==> src/rtl/card_dealer.sv <==
// ============================================================================
// card_dealer
// ----------------------------------------------------------------------------
// Card source for the blackjack game FSM.  Holds one 52-card deck and deals
// cards without replacement.  A free-running 16-bit Galois LFSR picks a
// starting slot; the dealer then probes linearly (wrapping 51 -> 0) until it
// finds a slot that has not been drawn yet, marks it used and presents the
// card's deck index, rank and blackjack point value for one cycle.
//
// Parameters:
//   SEED       LFSR reset value (a zero seed is replaced by 16'h0001)
//   DECK_SIZE  number of cards, fixed at 52 (4 suits x 13 ranks)
//
// Ports:
//   clk         in   rising-edge clock
//   reset       in   asynchronous, active-high reset
//   shuffle     in   single-cycle pulse, restores the full deck (any state)
//   req         in   single-cycle pulse, requests one card
//   card_valid  out  one-cycle pulse, card outputs are valid
//   card_index  out  drawn deck slot 0..51 (suit = index/13, rank-1 = index%13)
//   card_rank   out  1..13 (A=1, J=11, Q=12, K=13)
//   card_value  out  blackjack points: A=1, 2..10 = rank, J/Q/K = 10
//   cards_left  out  undrawn cards, 0..52
//   deck_empty  out  high when cards_left == 0
//   busy        out  high while a draw is in progress
//
// Build option:
//   CARD_DEALER_AUTO_SHUFFLE_EN
//     Defined   : req on an empty deck refills the deck that cycle, spends one
//                 cycle in REFILL and then probes; deck_empty falls the cycle
//                 after req and the draw takes one extra cycle.
//     Undefined : req on an empty deck is ignored and deck_empty stays high.
// ============================================================================
module card_dealer #(
    parameter logic [15:0] SEED      = 16'hACE1,
    parameter int          DECK_SIZE = 52
) (
    input  logic       clk,
    input  logic       reset,
    input  logic       shuffle,
    input  logic       req,
    output logic       card_valid,
    output logic [5:0] card_index,
    output logic [3:0] card_rank,
    output logic [3:0] card_value,
    output logic [5:0] cards_left,
    output logic       deck_empty,
    output logic       busy
);

    // An all-zero Galois LFSR would lock up, so a zero seed is remapped.
    localparam logic [15:0] LFSR_INIT  = (SEED == 16'h0000) ? 16'h0001 : SEED;
    localparam logic [15:0] LFSR_TAPS  = 16'hB400;
    localparam logic [5:0]  FULL_COUNT = 6'(DECK_SIZE);
    localparam logic [5:0]  LAST_SLOT  = 6'(DECK_SIZE - 1);

    localparam logic [1:0] S_IDLE    = 2'd0;
    localparam logic [1:0] S_PROBE   = 2'd1;
    localparam logic [1:0] S_DELIVER = 2'd2;
`ifdef CARD_DEALER_AUTO_SHUFFLE_EN
    localparam logic [1:0] S_REFILL  = 2'd3;
`endif

    logic [1:0]           state_q, state_d;
    logic [15:0]          lfsr_q, lfsr_d;
    logic [DECK_SIZE-1:0] used_q, used_d;
    logic [5:0]           ptr_q, ptr_d;
    logic [5:0]           left_q, left_d;
    logic [5:0]           index_q, index_d;
    logic [3:0]           rank_q, rank_d;
    logic [3:0]           value_q, value_d;

    // Fold the 6-bit LFSR slice (0..63) into the deck range 0..51.
    function automatic logic [5:0] start_slot(input logic [5:0] raw);
        return (raw >= FULL_COUNT) ? (raw - FULL_COUNT) : raw;
    endfunction

    // index % 13 without a divider: at most one suit offset is subtracted,
    // chosen by comparing against the suit boundaries 39, 26 and 13.
    function automatic logic [3:0] rank_of(input logic [5:0] idx);
        logic [5:0] rem;
        if (idx >= 6'd39) begin
            rem = idx - 6'd39;
        end else if (idx >= 6'd26) begin
            rem = idx - 6'd26;
        end else if (idx >= 6'd13) begin
            rem = idx - 6'd13;
        end else begin
            rem = idx;
        end
        return 4'(rem) + 4'd1;
    endfunction

    // Face cards and tens are all worth ten points.
    function automatic logic [3:0] value_of(input logic [3:0] rank);
        return (rank >= 4'd10) ? 4'd10 : rank;
    endfunction

    // Next-state logic.  The LFSR steps every cycle regardless of state so the
    // starting slot depends on when the request arrives.  Shuffle is checked
    // first and overrides everything: it drops a same-cycle req, aborts a probe
    // without touching the mask or the card outputs, and clears the slot that
    // was just delivered if it lands in the DELIVER cycle.
    always_comb begin
        lfsr_d  = {1'b0, lfsr_q[15:1]} ^ (lfsr_q[0] ? LFSR_TAPS : 16'h0000);
        state_d = state_q;
        used_d  = used_q;
        ptr_d   = ptr_q;
        left_d  = left_q;
        index_d = index_q;
        rank_d  = rank_q;
        value_d = value_q;

        if (shuffle) begin
            used_d  = '0;
            left_d  = FULL_COUNT;
            state_d = S_IDLE;
        end else begin
            case (state_q)
                S_IDLE: begin
                    if (req && (left_q != 6'd0)) begin
                        state_d = S_PROBE;
                        ptr_d   = start_slot(lfsr_q[5:0]);
                    end
`ifdef CARD_DEALER_AUTO_SHUFFLE_EN
                    else if (req) begin
                        used_d  = '0;
                        left_d  = FULL_COUNT;
                        state_d = S_REFILL;
                    end
`endif
                end

                // One slot per cycle.  The deck is never empty here, so the
                // walk always terminates within 52 probes.
                S_PROBE: begin
                    if (!used_q[ptr_q]) begin
                        used_d[ptr_q] = 1'b1;
                        if (left_q != 6'd0) begin
                            left_d = left_q - 6'd1;
                        end
                        index_d = ptr_q;
                        rank_d  = rank_of(ptr_q);
                        value_d = value_of(rank_of(ptr_q));
                        state_d = S_DELIVER;
                    end else begin
                        ptr_d = (ptr_q == LAST_SLOT) ? 6'd0 : (ptr_q + 6'd1);
                    end
                end

                S_DELIVER: begin
                    state_d = S_IDLE;
                end

`ifdef CARD_DEALER_AUTO_SHUFFLE_EN
                // The deck was refilled last cycle; pick the start slot from
                // the LFSR value of this cycle.
                S_REFILL: begin
                    state_d = S_PROBE;
                    ptr_d   = start_slot(lfsr_q[5:0]);
                end
`endif

                default: begin
                    state_d = S_IDLE;
                end
            endcase
        end
    end

    // State registers, all returned to their reset values asynchronously.
    always_ff @(posedge clk or posedge reset) begin
        if (reset) begin
            state_q <= S_IDLE;
            lfsr_q  <= LFSR_INIT;
            used_q  <= '0;
            ptr_q   <= 6'd0;
            left_q  <= FULL_COUNT;
            index_q <= 6'd0;
            rank_q  <= 4'd0;
            value_q <= 4'd0;
        end else begin
            state_q <= state_d;
            lfsr_q  <= lfsr_d;
            used_q  <= used_d;
            ptr_q   <= ptr_d;
            left_q  <= left_d;
            index_q <= index_d;
            rank_q  <= rank_d;
            value_q <= value_d;
        end
    end

    // All outputs are decodes of registers, so none depends combinationally
    // on req or shuffle.
    always_comb begin
        card_valid = (state_q == S_DELIVER);
`ifdef CARD_DEALER_AUTO_SHUFFLE_EN
        busy       = (state_q == S_PROBE) || (state_q == S_REFILL);
`else
        busy       = (state_q == S_PROBE);
`endif
        card_index = index_q;
        card_rank  = rank_q;
        card_value = value_q;
        cards_left = left_q;
        deck_empty = (left_q == 6'd0);
    end

endmodule

==> config.mk <==
export PLATFORM = sky130hd
export DESIGN_NAME = card_dealer
export DESIGN_NICKNAME = d
export VERILOG_FILES = /design/src/rtl/card_dealer.sv
export SDC_FILE = /design/constraint.sdc
export NUM_CORES = 1
export LEC_CHECK = 0
export BUFFER_PORTS_ARGS = -buffer_cell sky130_fd_sc_hd__buf_2
export CORE_UTILIZATION = 55
export CTS_CLUSTER_DIAMETER = 50
export DETAILED_ROUTE_END_ITERATION = 16
export MAX_ROUTING_LAYER = met4
export PLACE_DENSITY = 0.8
export SKIP_LAST_GASP = 1
export SLEW_MARGIN = 20
export SYNTH_ARGS = -nofsm -noshare
export SYNTH_HDL_FRONTEND = slang
export SYNTH_SLANG_ARGS = --single-unit
export TNS_END_PERCENT = 20
==> constraint.sdc <==
create_clock -name clk -period 8.4 [get_ports clk]
set_input_delay 0.84 -clock clk [delete_from_list [all_inputs] [get_ports clk]]
set_output_delay 0.84 -clock clk [all_outputs]
set_load 0.05 [all_outputs]
After elaboration in Yosys (flattened, before gate mapping)
Index checks and enable logic that the tools add are counted.

Add/sub/neg operators: 7. Order comparisons: 7. Eq/ne operators: 8. Multiplexer cells: 28. Bitwise gates (word level): 4. Reductions and logical operators: 13.

Operators with widths (count): $mux 52 (3); $or 52x52->52 (1); $mux 6 (8); $mux 4 (7); $mux 16 (1); $xor 15x16->16 (1); $ge 6x6->1 const B (2); $pmux 6 s2 (1); $sub 4x4->4 const B (2); $lt 6x7->1 const B (1); $add 6x1->6 const B (1); $bmux 1 s6 (1); $demux 1 s6 (1); $eq 6x6->1 const B (1); $ge 6x1->1 const B (1); $ge 6x4->1 const B (1); $ge 6x5->1 const B (1); $logic_not 6->1 (1); $mux 2 (3); $ne 3x3->1 const B (2); $reduce_and 3->1 (2); $reduce_bool 2->1 (3); $reduce_bool 6->1 (1); $sub 6x1->6 const B (1); other kinds (15) (20).

Bits in registers: 96. Output and inout port bits: 23.

Longest topological paths before layout
Word-level depth: 10. Depth in mapped cells: 13.

Worst setup path after synthesis
Ideal clock, no wire load.

Path type: register -> register. Start point: reg ptr_q[1]. End point: reg value_q[0], in the netlist card_value[0]. Data arrival time: 2696 ps. Required time: 8273 ps. Slack: 5577 ps. Stages on the path, launching flop included: 14. Cell sequence: dfrtp_1 > buf_6 > buf_4 > inv_1 > ha_1 > nor2b_1 > o211ai_1 > and2_1 > o31a_1 > ha_1 > or3_1 > nand3b_1 > o22a_1 > o21ai_0.

Word-level cells in the longest chain between the ends: 10. Elaborated cells between the ends (all ways): 19. Classes of those cells: add/sub (4); order compare (4); mux (9); bitwise (1); reduce/logical (1).

RTL lines: start, declared (line 67) `logic [5:0] ptr_q, ptr_d;`; start signal, assigned (line 186) `ptr_q <= ptr_d;`; $ge 6x4->1 / $sub 4x4->4 (equally long branches) (line 86, 87); $mux 4 (line 86) `end else if (idx >= 6'd13) begin`; $mux 4 (line 84) `end else if (idx >= 6'd26) begin`; $mux 4 (line 82) `if (idx >= 6'd39) begin`; $mux 4 (line 137) `if (!used_q[ptr_q]) begin`; $mux 4 (line 119) `case (state_q)`; $mux 4 (line 114) `if (shuffle) begin`; $add 4x1->4 (line 91) `return 4'(rem) + 4'd1;`; $ge 4x4->1 (line 96) `return (rank >= 4'd10) ? 4'd10 : rank;`; $mux 4 (line 96); end signal, assigned (line 190) `value_q <= value_d;`; end, declared (line 71) `logic [3:0] value_q, value_d;`.

Several ways; a longest one is shown, not always the timed one. The select of a mux whose other input is x is not followed. A chain may end at the register's enable or synchronous reset.

Final worst setup path
Start point: reg ptr_q[0]. End point: reg value_q[0], in the netlist card_value[0].

The elaborated chain is that of the path after synthesis.

==> metrics.log <==
INFO  metric final_min_period_over_clock_period = between 40% and 50%
INFO  metric via_count = around 3,600
INFO  metric yosysUniqueCellTypes = 60
INFO  metric place_ws = 4.63 ns
INFO  metric result_of_the_run = finished clean
INFO  metric starting_density_of_the_core = between 50 and 60%
INFO  metric worst_ep_arrival_time = 4.07 ns
INFO  metric timing.final.max_slew_violations = 0
INFO  metric antennaDiodeCount = 0
INFO  metric die_area = around 9200 um2
INFO  metric grt_start_max_net_pins = 63
INFO  metric avgSynthCellArea = roughly 10 um2
INFO  metric postRouteAntennaNets = 0
INFO  metric timing.clock.skew = between 0.008 and 0.009 ns
INFO  metric placeableCoreArea = roughly 8300 um2
INFO  metric htree_levels = 3
INFO  metric synthTopCellsByArea = sky130_fd_sc_hd__dfrtp_1, sky130_fd_sc_hd__dfstp_2, sky130_fd_sc_hd__nor2_1, sky130_fd_sc_hd__ha_1, sky130_fd_sc_hd__mux4_1
INFO  metric cts_hold_repair.buffers = 0
INFO  metric final.min_clock_period = 3.82 ns
INFO  metric place.port_buffers = 26
INFO  metric finalSetupTns = 0 ns
INFO  metric max-vdd-ir-drop = ~0.13 mV
INFO  metric clock_transition_at_the_registers_of_the_reported_paths = approximately 0.09 ns
INFO  metric timing.hold.worst.class = reg2reg
INFO  metric synth.top_cell.area_share = between 40% and 50%
INFO  metric report.final.hold_viol_count = 0
INFO  metric drt_pre_antenna_iters = 4
INFO  metric routabilityCongestion = between 0.9 and 1
INFO  metric clkSinkCount = 96
INFO  metric crit_required = around 8.7 ns
INFO  metric post_cts_resize_count = 0
INFO  metric least_margin_pin_slew = about 1.1 ns
INFO  metric worst_slew_margin_rel = between 20% and 30%
INFO  metric yosys_register_bits = 96
INFO  metric mostFrequentLayoutCell = sky130_fd_sc_hd__dfrtp_1
INFO  metric detail_route.wl_per_cell = roughly 18 um
INFO  metric endpoint_kind = flop
INFO  metric static-leakage-power = between 2 and 2.5 nW
INFO  metric grt_pass1_wl = between 15,000 and 20,000 um
INFO  metric finalPower = between 1 and 1.5 mW
INFO  metric layout.core_utilization = approximately 62%
INFO  metric synth-edff-count = 0
INFO  metric area_growth_syn_to_layout = 6.53%
INFO  metric yosys_warnings = 0
INFO  metric layout_common_cells = sky130_fd_sc_hd__dfrtp_1, sky130_fd_sc_hd__nor2_1, sky130_fd_sc_hd__nand2_1
INFO  metric power.density = 224 nW/um2
INFO  metric post-route-drc-count = 0
INFO  metric clockRootBuffer = sky130_fd_sc_hd__clkbuf_8
INFO  metric ys_seq_area_share = between 50% and 60%
INFO  metric tritoncts = done
INFO  metric post_route_cells_drive_above_1_share = between 10% and 20%
INFO  metric detail_route.wirelength = about 10,000 um
INFO  metric path_max_fanout = 29
INFO  metric die_x = between 90 and 100 um
INFO  metric std_cell_rows = 33
INFO  metric fin_nets = about 500
INFO  metric post_cts.repair.setup_buffers = 0
INFO  metric grt_use_total = 25.7%
INFO  metric synth_fp_nets = 490
INFO  metric clock.fmax = around 260 MHz
INFO  metric crit_path_start_kind = flop
INFO  metric cts_inserted_buffers = 9
INFO  metric synth-async-reset-ratio = 100%
INFO  metric setup_repair_after_global_routing_missed_its_margin = no
INFO  metric vias_per_cell = between 6 and 7
INFO  metric first_global_vias = 3,396
INFO  metric synthesis.instances = approximately 470
INFO  metric grt.overflow.total = 0
INFO  metric area_occupied_by_multi_input_gates = about 2100 um2
INFO  metric drtIter0Drc = 277
INFO  metric synth_flop_cell = sky130_fd_sc_hd__dfrtp_1
INFO  metric final-setup-viol-count = 0
INFO  metric ff_latch_area = 2420 um2
INFO  metric final_critical_path_setup_slack = 4.58 ns
INFO  metric timing.reg2reg.setup_slack = between 4 and 5 ns
INFO  metric io-pin-count = 27
INFO  metric criticalPathCategory = reg2reg
INFO  metric synth_top_area_cell = sky130_fd_sc_hd__dfrtp_1
INFO  metric max_cap_viol_count = 0
INFO  metric dp_hpwl = roughly 7100 um
INFO  metric nFillCells = around 710
INFO  metric synthesis.area = around 4800 um2
INFO  metric die_h = around 96 um
INFO  metric clk-insertion-delay-late = roughly 0.37 ns
INFO  metric deepest_clock_path_buffer_count = 2
INFO  metric antenna_found_initial = 0
[state kept, by name (all words and copies together) (netlist names)]
name and count:
used_q 52, lfsr_q 16, card_index 6, cards_left 6
ptr_q 6, card_rank 4, card_value 4, state_q 2
[metrics by stage]
step / hold WS (ns) / cell area, um2 / std cells
floorplan: 0.331 / 4830 / 472
global placement: 0.337 / 4950 / 577
detailed placement: 0.349 / 4950 / 577
CTS: 0.351 / 5120 / 593
global route: 0.354 / 5140 / 594
finish: 0.353 / 5140 / 594
[layer usage]
layer	part of all wire, %	wire (um)	track usage, %
met5	0	0	-
met4	1.5	157	7.84
met3	4.7	494	4.74
met2	49	5060	39.8
met1	45	4690	34.7
[logic make-up (layout without fill, tap and decap cells)]
| group | Yosys count | after routing | share of synthesized area (%) |
|---|---|---|---|
| AOI/OAI and AO/OA | 123 | 123 | 17.0 |
| adders and majority gates | 14 | 14 | 3.63 |
| buffers and inverters | 61 | 78 | 5.80 |
| and+or+nand+nor | 148 | 148 | 14.4 |
| muxes | 24 | 24 | 8.08 |
| xor gates and xnor gates | 6 | 6 | 1.09 |
| DFF | 96 | 96 | 50.0 |
[cells in the mapped netlist (all sizes together) (3+ instances only)]
master,n
a211oi,3
a21oi,23
a22o,4
a22oi,3
a31oi,22
and2,6
and2b,3
and4,3
buf,9
clkbuf,18
dfrtp,85
dfstp,11
ha,14
inv,32
mux2,6
mux2i,9
mux4,9
nand2,41
nand2b,7
nand3,6
nand3b,4
nor2,59
nor2b,8
nor3,4
o211ai,3
o21ai,21
o22ai,17
o31ai,3
o41ai,3
or3,3
xnor2,3
xor2,3
[layout make-up]
cell class / instances / share of cell area, %
clock inverters: 6 / 0.827
inverters: 34 / 2.50
flip-flops and latches: 96 / 47.0
multi-input cells: 315 / 41.6
repair buffers: 28 / 3.06
clock buffers: 10 / 2.48
well taps: 105 / 2.55
[path summary, 6_finish.rpt]
check	startpoint	end	depth (start not counted)
max in group asynchronous	reset	ptr_q[3]	3
hold reg to reg	lfsr_q[6]	lfsr_q[5]	0
min in group asynchronous	reset	used_q[11]	2
setup / recovery	ptr_q[0]	card_value[0]	11
hold / removal	lfsr_q[6]	lfsr_q[5]	0
setup reg to reg	ptr_q[0]	card_value[0]	11
[power breakdown]
group | internal (mW) | switching, mW
registers | 0.492 | 0.0490
logic | 0.0967 | 0.243
clock network | 0.109 | 0.163
[worst max-delay path, cell delays in order (launching register included)]
cell,delay [ns]
sky130_fd_sc_hd__dfrtp_1,0.98
sky130_fd_sc_hd__clkinv_1,0.55
sky130_fd_sc_hd__ha_1,0.38
sky130_fd_sc_hd__nor2b_1,0.15
sky130_fd_sc_hd__o211ai_1,0.23
sky130_fd_sc_hd__o211ai_1,0.16
sky130_fd_sc_hd__xnor2_1,0.23
sky130_fd_sc_hd__ha_1,0.29
sky130_fd_sc_hd__or3_1,0.39
sky130_fd_sc_hd__nand3b_1,0.13
sky130_fd_sc_hd__o22a_1,0.15
sky130_fd_sc_hd__o21ai_0,0.08
Power figures use the tool's default switching activity.
